===== src/rtl/spart_pkg.sv =====
// Shared definitions for the SPART serial port blocks.
package spart_pkg;

  // Default frame geometry: 8 data bits, 16 Enable ticks per bit time.
  localparam int unsigned DATA_BITS_DEF  = 8;
  localparam int unsigned OVERSAMPLE_DEF = 16;

  // Bus register select for the transmit/receive data register.
  localparam logic [1:0] ADDR_DATA = 2'b00;

  // Transmitter FSM encoding. Prefixed because the bus data port is named DATA.
  typedef logic [1:0] tx_state_t;
  localparam tx_state_t TX_IDLE  = 2'd0;
  localparam tx_state_t TX_START = 2'd1;
  localparam tx_state_t TX_DATA  = 2'd2;
  localparam tx_state_t TX_STOP  = 2'd3;

endpackage


===== src/rtl/spart_transmit.sv =====
// SPART transmitter: double-buffered 8N1 serialiser timed by a 16x baud Enable tick.
module spart_transmit
  import spart_pkg::*;
#(
  parameter int unsigned DATA_BITS  = DATA_BITS_DEF,
  parameter int unsigned OVERSAMPLE = OVERSAMPLE_DEF
) (
  input  logic                 clk,
  input  logic                 rst,
  input  logic                 Enable,
  input  logic                 IOCS,
  input  logic                 IORW,
  input  logic [1:0]           IOADDR,
  input  logic [DATA_BITS-1:0] DATA,
  output logic                 TxD,
  output logic                 TBR
);

  localparam int unsigned TICK_W = (OVERSAMPLE > 1) ? $clog2(OVERSAMPLE) : 1;
  localparam int unsigned BIT_W  = (DATA_BITS > 1) ? $clog2(DATA_BITS) : 1;
  localparam logic [TICK_W-1:0] TICK_LAST = TICK_W'(OVERSAMPLE - 1);
  localparam logic [BIT_W-1:0]  BIT_LAST  = BIT_W'(DATA_BITS - 1);

  tx_state_t             state_q, state_d;
  logic [TICK_W-1:0]     tick_q, tick_d;
  logic [BIT_W-1:0]      bit_q, bit_d;
  logic [DATA_BITS-1:0]  hold_buf_q, hold_buf_d;
  logic [DATA_BITS-1:0]  shift_buf_q, shift_buf_d;
  logic                  hold_full_q, hold_full_d;
  logic                  txd_q, txd_d;
  logic                  wr;
  logic                  bit_end;

  assign wr      = IOCS & ~IORW & (IOADDR == ADDR_DATA);
  assign bit_end = Enable & (tick_q == TICK_LAST);

  // Next-state: FSM, oversample/bit counters, buffers and the registered line level.
  always_comb begin
    state_d     = state_q;
    tick_d      = tick_q;
    bit_d       = bit_q;
    hold_buf_d  = hold_buf_q;
    shift_buf_d = shift_buf_q;
    hold_full_d = hold_full_q;
    txd_d       = txd_q;

    if (Enable) begin
      tick_d = bit_end ? '0 : tick_q + 1'b1;
    end

    case (state_q)
      TX_IDLE: begin
        // Holding-to-shift transfer does not wait for Enable.
        tick_d = '0;
        txd_d  = 1'b1;
        if (hold_full_q) begin
          shift_buf_d = hold_buf_q;
          hold_full_d = 1'b0;
          bit_d       = '0;
          state_d     = TX_START;
          txd_d       = 1'b0;
        end
      end
      TX_START: begin
        if (bit_end) begin
          bit_d   = '0;
          state_d = TX_DATA;
          txd_d   = shift_buf_q[0];
        end
      end
      TX_DATA: begin
        if (bit_end) begin
          shift_buf_d = shift_buf_q >> 1;
          if (bit_q == BIT_LAST) begin
            state_d = TX_STOP;
            txd_d   = 1'b1;
          end else begin
            bit_d = bit_q + 1'b1;
            txd_d = shift_buf_d[0];
          end
        end
      end
      TX_STOP: begin
        if (bit_end) begin
          if (hold_full_q) begin
            // Queued byte follows the stop bit directly: no idle gap.
            shift_buf_d = hold_buf_q;
            hold_full_d = 1'b0;
            bit_d       = '0;
            state_d     = TX_START;
            txd_d       = 1'b0;
          end else begin
            state_d = TX_IDLE;
            txd_d   = 1'b1;
          end
        end
      end
      default: begin
        state_d = TX_IDLE;
        txd_d   = 1'b1;
      end
    endcase

    // Writes only land in an empty holding register; a transfer needs it full, so no overlap.
    if (wr && !hold_full_q) begin
      hold_buf_d  = DATA;
      hold_full_d = 1'b1;
    end
  end

  // State registers; reset aborts any frame and drops the queued byte.
  always_ff @(posedge clk or posedge rst) begin
    if (rst) begin
      state_q     <= TX_IDLE;
      tick_q      <= '0;
      bit_q       <= '0;
      hold_buf_q  <= '0;
      shift_buf_q <= '0;
      hold_full_q <= 1'b0;
      txd_q       <= 1'b1;
    end else begin
      state_q     <= state_d;
      tick_q      <= tick_d;
      bit_q       <= bit_d;
      hold_buf_q  <= hold_buf_d;
      shift_buf_q <= shift_buf_d;
      hold_full_q <= hold_full_d;
      txd_q       <= txd_d;
    end
  end

  assign TxD = txd_q;
  assign TBR = ~hold_full_q;

endmodule


===== config.mk =====
export PLATFORM = sky130hd
export DESIGN_NAME = spart_transmit
export DESIGN_NICKNAME = d
export VERILOG_FILES = /design/src/rtl/spart_pkg.sv /design/src/rtl/spart_transmit.sv
export SDC_FILE = /design/constraint.sdc
export NUM_CORES = 1
export LEC_CHECK = 0
export CELL_PAD_IN_SITES_DETAIL_PLACEMENT = 1
export CELL_PAD_IN_SITES_GLOBAL_PLACEMENT = 2
export CORE_ASPECT_RATIO = 1.1
export CORE_MARGIN = 4
export CORE_UTILIZATION = 33
export DETAILED_ROUTE_END_ITERATION = 10
export MAX_ROUTING_LAYER = met4
export PLACE_DENSITY_LB_ADDON = 0.1
export SETUP_SLACK_MARGIN = 0.02
export SLEW_MARGIN = 20
export SYNTH_ARGS = -nofsm -noshare
export SYNTH_HDL_FRONTEND = slang
export SYNTH_SLANG_ARGS = --single-unit

===== constraint.sdc =====
create_clock -name clk -period 2.15 [get_ports clk]
set_clock_uncertainty 0.1 [all_clocks]
set_input_delay 0.645 -clock clk [delete_from_list [all_inputs] [get_ports clk]]
set_output_delay 0.645 -clock clk [all_outputs]
set_load 0.02 [all_outputs]

* After elaboration in Yosys (flattened, before gate mapping)
Index checks and enable logic that the tools add are counted.
** Storage, ports and cells
- Register bits :: 27
- Bits in latches :: 0
- RAM bits :: 0
- Memory bits (read-only) :: 0
- Input port bits :: 15
- Output and inout bits :: 2
- Memories kept :: 0
** Operators by class
- Add/subtract/negate cells :: 2
- $mul :: 0
- Div/mod/pow operators :: 0
- Order comparisons :: 0
- Eq/ne operators :: 12
- Shift-type cells :: 0
- Mux-type cells :: 29
- Bitwise logic cells :: 5
- Reduce and logical (&&, ||, !) cells :: 12
** Operator list (number)
- $mux W8 :: 3
- $pmux W8 S3 :: 1
- $mux W3 :: 5
- $mux W4 :: 3
- $ne A2 B2 Y1 const B :: 6
- $pmux W3 S4 :: 1
- $mux W2 :: 5
- $mux W1 :: 8
- $pmux W2 S4 :: 1
- $reduce_and A3 Y1 :: 2
- $reduce_bool A3 Y1 :: 2
- $reduce_and A5 Y1 :: 1
- $add A4 B1 Y4 const B :: 1
- $eq A2 B2 Y1 const B :: 2
- $eq A4 B4 Y1 const B :: 1
- $logic_not A2 Y1 :: 2
- $pmux W1 S4 :: 1
- $reduce_and A4 Y1 :: 1
- $add A3 B1 Y3 const B :: 1
- $and A1 B1 Y1 :: 3
- $eq A3 B3 Y1 const B :: 1
- $ne A3 B3 Y1 const B :: 1
- $eq A2 B1 Y1 const B :: 1
- $not A1 Y1 :: 2
- other kinds (5) :: 5

* Longest topological paths before layout
Gate-level depths: netlist (run 1).
- Depth after elaboration :: 6
- Gate-level depth with buffers :: 6
- Gate-level depth less buffers :: 5

* Worst setup path after synthesis (run 1)
Ideal clock, no wire load.
- Path type :: register to register
- Start point :: register state_q[0]
- End point :: register shift_buf_q[0]
- Setup time :: 125 ps
- Arrival :: 1641 ps
- Required time :: 1925 ps
- Setup slack :: 284 ps
- Stages on the path, launching flop included :: 7
- Period minus slack after synthesis :: 1866 ps
- Cell sequence :: dfrtp_1 inv_1 ha_1 nor3_2 o221a_1 buf_6 mux2_4
** On the way
- Cells in the longest elaborated chain, start to end :: 3
** RTL lines
- start: declaration :: RTL line spart_transmit.sv:24 : tx_state_t state_q, state_d;
- start signal: assignment :: RTL line spart_transmit.sv:122 : state_q <= state_d;
- $eq A2 B2 Y1 or $logic_not A2 Y1 (tied branches) :: RTL line spart_transmit.sv:51 : case (state_q)
- $ne A2 B2 Y1 (no source line) or $reduce_bool A3 Y1 (tied branches)
- $reduce_and A3 Y1 (no source line)
- end signal: assignment :: RTL line spart_transmit.sv:126 : shift_buf_q <= shift_buf_d;
- end: declaration :: RTL line spart_transmit.sv:28 : logic [DATA_BITS-1:0] shift_buf_q, shift_buf_d;
Parallel ways exist; a longest one is shown, timed or not.
A chain may end at the register's enable or synchronous reset.

* Final worst setup path (run 1)
- Start point :: input Enable
- End point :: register shift_buf_q[2]
** On the way
- Cells in the longest elaborated chain, start to end :: 3
** RTL lines
- start: declaration :: RTL line spart_transmit.sv:10 : input logic Enable,
- $and A1 B1 Y1 * :: RTL line spart_transmit.sv:35 : assign bit_end = Enable & (tick_q == TICK_LAST);
- $ne A2 B2 Y1 (no source line)
- $reduce_and A3 Y1 (no source line) *
Mark *: on every way between the ends. The rest lies on a longest branch, timed or not.

==> results of run 1 <==
## power by group
group / total (mW) / switching, mW / internal (mW)
Sequential: 0.896 / 0.155 / 0.741
Combinational: 1.24 / 0.509 / 0.729
Clock: 0.295 / 0.163 / 0.131
## cell type report
class,count,area (sq um)
clock buffer,3,41.29
fill,463,2315
timing repair buffer,26,249.0
multi-input combinational,73,695.7
sequential,27,676.9
inverter,9,33.78
tap,52,65.06
clock inverter,1,7.507
## cell usage in the layout (no fill, tap or decap), types with 2 or more instances in the layout
master and count:
nand2b_1 3, mux2_2 17, o21bai_1 2, clkbuf_8 3, a21oi_1 3, inv_1 9
dfrtp_1 26, nand2_1 3, nor2_1 5, buf_4 9, o21ai_0 2, clkdlybuf4s50_1 14
mux2_4 8, a2bb2oi_1 2, ha_1 8, mux2i_1 4
## state kept, by name, summed over array words and instances, names as in the netlist
| signal | count |
|---|---|
| TxD | 1 |
| bit_q | 3 |
| hold_full_q | 1 |
| hold_buf_q | 8 |
| shift_buf_q | 8 |
| tick_q | 4 |
| state_q | 2 |
## worst max-delay path by stage
stage / from / to / cells after the start
final: Enable / shift_buf_q[2]$_DFFE_PP0P_ / 5
after global routing: Enable / shift_buf_q[2]$_DFFE_PP0P_ / 5
after CTS: hold_full_q$_DFFE_PP0P_ / TBR / 2
after detailed placement: Enable / shift_buf_q[2]$_DFFE_PP0P_ / 5
after global placement: Enable / shift_buf_q[5]$_DFFE_PP0P_ / 5
after floorplan: state_q[0]$_DFFE_PP0P_ / shift_buf_q[0]$_DFFE_PP0P_ / 6
## metrics by stage
stage,setup slack (ns),power (mW),std cells,hold slack (ns),area (sq um)
6_report,0.1375,2.429,191,0.4098,1769
3_5_place_dp,-0.1354,2.180,187,0.3926,1719
3_3_place_gp,-0.1327,2.121,187,0.3864,1719
4_1_cts,0.02300,2.488,191,0.4187,1767
5_1_grt,0.1006,2.653,191,0.4473,1769
2_1_floorplan,0.2840,1.767,112,0.3727,1434
## critical path: cells and delay by family
family	cells	cell delay, ns
simple gates	1	0.25
mux	1	0.30
buf+inv	2	0.63
compound gates	1	0.25
## cell families (layout without fill, tap and decap cells)
group / Yosys count / count (layout) / share of synthesized area, %
flip-flops: 27 / 27 / 47.21
AND/OR/NAND/NOR: 21 / 21 / 9.338
AO/OA/AOI/OAI: 14 / 14 / 7.068
buffers and inverters: 12 / 39 / 4.275
multiplexers: 29 / 29 / 24.52
XOR/XNOR: 1 / 1 / 0.6109
adder cells (fa/ha/maj): 8 / 8 / 6.981
## repair_timing
| item | 4_1_cts | 5_1_grt |
|---|---|---|
| gates resized for setup | 1 | 1 |
| gates cloned | 0 | 0 |
| setup endpoints to repair | 1 | 1 |
## routing by layer
metal / global-route usage (%) / wire length (um) / vias up
li1: - / - / 448
met1: 12.37 / 1144 / 481
met2: 23.19 / 1652 / 13
met3: 2.353 / 76 / 4
met4: 3.008 / 44 / 0
met5: - / 0 / -
==> results.cfg, run 1 <==
[synthesis]
async_flop_share_pct = 100.0
yosys_warnings = 0
synth.area.top_cells = dfrtp_1 (45%), mux2_2 (13%), mux2_4 (8.4%)
synth_common_cells = dfrtp_1 (26), mux2_2 (17), inv_1 (9)
synth_cells = 112
syn_nets = 135
synth_seq_cells = 27
syn-cell-area_sq_mm = 0.001434
yosysTopAreaCell = dfrtp_1
netlist-cell-type-count = 32
synth-main-ff-cell = dfrtp_1
avgSynthCellArea_sq_um = 12.80
yosys.area.top_type_share_pct = 45.38
yosysMostFrequentCell = dfrtp_1
ys_seq_area_share_pct = 47.21
synth_edf_count = 0

[clock_network]
hold_buffers = 0
cts_tree = yes
cts-root-buf = clkbuf_8
post-cts-setup-buffers = 0
cts_buffers = 3
clock_latency_ns = 0.27
clockBufferDepth = 2
htreeDepth = 1
cts.sinks = 27
clk_pin_slew_ns = 0.10

[drt]
drc_errors = 0
finalWirelength_um = 2918
wl_per_cell_um = 15.28
drt-pass1-iter-count = 4
vias_per_cell = 4.953
final_antenna_net_count = 0
drt_iter0_markers = 14
vias = 946

[place]
gp_congestion = 0.7450
dp_hpwl_um = 2230
numPortBuffers = 16

[timing]
slew-limit-headroom_pct = 76.24
tns_ns = 0
tightestPinTransition_ns = 0.3565
setup_viol = 0
max_freq_mhz = 496.9
hold_violations = 0
slew_violations = 0
period_minus_slack_ns = 2.013
grt_setup_unrepaired = false
fin_crit_sh_pct = 93.61

[worst_setup_path]
critPathMaxStageDelay_ns = 0.48
crit_type = in -> reg
r2r_setup_slack_ns = 0.19
crit_chain = clkdlybuf4s50_1 > and4_4 > o221a_1 > buf_12 > mux2_4
crit-reg2reg-launch = state_q[0]$_DFFE_PP0P_
cp_max_fo = 8
start_kind = primary input
required_ns = 2.21
critPathCaptureType = register
critical-path-slowest-cell = clkdlybuf4s50_1
reg2reg_depth = 6
r2r_end = shift_buf_q[2]$_DFFE_PP0P_
cp.arrival_ns = 2.07

[worst_hold_path]
min-delay-path-class = reg -> reg
worstHoldPathCells = 1
min_to = hold_buf_q[4]$_DFFE_PP0P_
hold_start = hold_buf_q[4]$_DFFE_PP0P_

[global_routing]
grt_overflow = 0
antenna_found_initial = 0
grt_max_degree = 28
grt_pass1_vias = 1129
grt_pass1_wl_um = 5223
grt_use_total_pct = 12.10

[flow_run]
maxCapViolations = 0

[outcome]
outcome = complete, no violations

[pwr]
ir_drop_mv = 0.5802
power.density_mw_per_mm2 = 1373
leakage_nw = 0.7893

[die]
pin_count = 17
rows = 24
die_area_sq_mm = 0.005465
die_h_um = 77.14
core_sq_mm = 0.004084
die_w_um = 70.85
start_util_pct = 35.11

[finish]
utilization_pct = 43.32
syn_to_final_growth_pct = 23.39
antennaDiodeCount = 0
drive_above_1_share_pct = 30.94
layout.nets = 163
Note: power is estimated with default switching activity, not from simulation.
==> inputs of run 2 (changes only) <==
Settings changed: CORE_UTILIZATION 33 to 35.
==> results.cfg, run 2 (synthesized netlist as in run 1, its figures left out) <==
[outcome]
outcome = complete, no violations

[worst_hold_path]
min-delay-path-class = reg -> reg
hold_start = hold_buf_q[5]$_DFFE_PP0P_
worstHoldPathCells = 1
min_to = hold_buf_q[5]$_DFFE_PP0P_

[pwr]
power.density_mw_per_mm2 = 1375
leakage_nw = 0.7896
ir_drop_mv = 0.5365
post-layout-total-power_mw = 2.424

[drt]
wl_per_cell_um = 15.35
vias_per_cell = 4.901
finalWirelength_um = 2931
drt_iter0_markers = 7
drt-pass1-iter-count = 4
final_antenna_net_count = 0
drc_errors = 0
vias = 936

[timing]
slew-limit-headroom_pct = 75.94
tightestPinTransition_ns = 0.3608
period_minus_slack_ns = 1.981
setup_viol = 0
fin_crit_sh_pct = 92.14
slew_violations = 0
hold_violations = 0
grt_setup_unrepaired = false
max_freq_mhz = 504.8
tns_ns = 0

[place]
dp_hpwl_um = 2249
numPortBuffers = 16
place_inst = 187
gp_congestion = 0.7080
placed_area_sq_mm = 0.001719

[flow_run]
maxCapViolations = 0

[worst_setup_path]
required_ns = 2.21
crit_chain = clkdlybuf4s50_1 > and4_4 > o221a_1 > buf_12 > mux2_4
start_kind = primary input
critPathMaxStageDelay_ns = 0.48
cpLargestDelayFamily = buffers and inverters
crit-reg2reg-launch = state_q[0]$_DFFE_PP0P_
r2r_setup_slack_ns = 0.20
path_depth = 5
critPathCaptureType = register
cp_max_fo = 8
crit_type = in -> reg
path_buf_inv = 2
cp.arrival_ns = 2.04
reg2reg_depth = 6
critical-path-slowest-cell = clkdlybuf4s50_1
r2r_end = shift_buf_q[3]$_DFFE_PP0P_

[clock_network]
clock_latency_ns = 0.27
cts.sinks = 27
cts_tree = yes
hold_buffers = 0
clockBufferDepth = 2
clk_pin_slew_ns = 0.10
htreeDepth = 1
cts-root-buf = clkbuf_8
cts_buffers = 3
post-cts-setup-buffers = 0

[global_routing]
grt_busiest_layer = met2
antenna_found_initial = 0
grt_pass1_wl_um = 5085
grt_pass1_vias = 1059
use_met3_pct = 1.736
grt_max_degree = 28
met1_usage_pct = 14.77
grt_overflow = 0
grt_use_total_pct = 12.80
use_met2_pct = 23.09

[die]
die_w_um = 69.03
start_util_pct = 36.17
pin_count = 17
rows = 24
core_sq_mm = 0.003964
die_area_sq_mm = 0.005186
die_h_um = 75.13

[finish]
reg_top3 = hold_buf_q: 8 flops, shift_buf_q: 8 flops, tick_q: 4 flops
drive_above_1_share_pct = 30.94
layout.nets = 163
final_area_sq_mm = 0.001763
final_common_cell = dfrtp_1
syn_to_final_growth_pct = 22.95
layout.cells.non_filler = 191
n_fill_cell = 456
utilization_pct = 44.48
antennaDiodeCount = 0
mostFrequentLayoutCells = dfrtp_1 (26), mux2_2 (17), clkdlybuf4s50_1 (14)
-- run 2: cell count changes in the layout (fill, tap and decap cells not counted), sizes merged --
cell and delta:
clkinv +1, dlygate4sd2 +1, dlymetal6s2s -1, clkinvlp -1
-- run 2: worst max path at each step --
| stage | start | end | slack [ns] |
|---|---|---|---|
| 2_1_floorplan | state_q[0]$_DFFE_PP0P_ | shift_buf_q[0]$_DFFE_PP0P_ | 0.28 |
| 3_3_place_gp | Enable | state_q[1]$_DFFE_PP0P_ | -0.12 |
| 3_5_place_dp | Enable | state_q[1]$_DFFE_PP0P_ | -0.12 |
| 4_1_cts | Enable | shift_buf_q[6]$_DFFE_PP0P_ | 0.17 |
| 5_1_grt | state_q[0]$_DFFE_PP0P_ | shift_buf_q[3]$_DFFE_PP0P_ | 0.1 |
| 6_report | Enable | shift_buf_q[3]$_DFFE_PP0P_ | 0.17 |
-- run 2: what timing repair did --
| item | in CTS | in global routing |
|---|---|---|
| setup endpoints to repair | 2 | 0 |
| hold endpoints to repair | 0 | 0 |
| resized for setup | 2 | 0 |
-- run 2: report_power, final --
part	internal (mW)	switching [mW]	leakage (nW)
logic	0.724	0.507	0.428
registers	0.742	0.162	0.336
clock network	0.130	0.160	0.0255
-- run 2: routing by layer --
metal / vias to the layer above / wire (um)
li1: 446 / -
met5: - / 0
met4: 0 / 24
met1: 478 / 1265
met2: 10 / 1581
met3: 2 / 59
-- run 2: area by class of cell --
class / instances / area (sq um) / area share, %
repair buffers: 26 / 245.2 / 13.91
multi-input cells: 73 / 695.7 / 39.46
clock inverters: 1 / 5.005 / 0.2839
flip-flops and latches: 27 / 676.9 / 38.40
well taps: 52 / 65.06 / 3.691
inverters: 9 / 33.78 / 1.916
clock buffers: 3 / 41.29 / 2.342
-- run 2: worst register-to-register path: stages, from the launching register on --
cell and delay, ns:
dfrtp_1 0.42, inv_1 0.12, ha_1 0.24, buf_4 0.20, o221a_1 0.31, buf_12 0.16, mux2_4 0.29
-- run 2: stage by stage --
| stage | hold slack (ns) | setup slack (ns) |
|---|---|---|
| final | 0.4127 | 0.1689 |
| after global routing | 0.4295 | 0.09622 |
| after CTS | 0.4207 | 0.1704 |
| after detailed placement | 0.3961 | -0.1161 |
| after global placement | 0.3884 | -0.1233 |
| after floorplan | 0.3727 | 0.2840 |
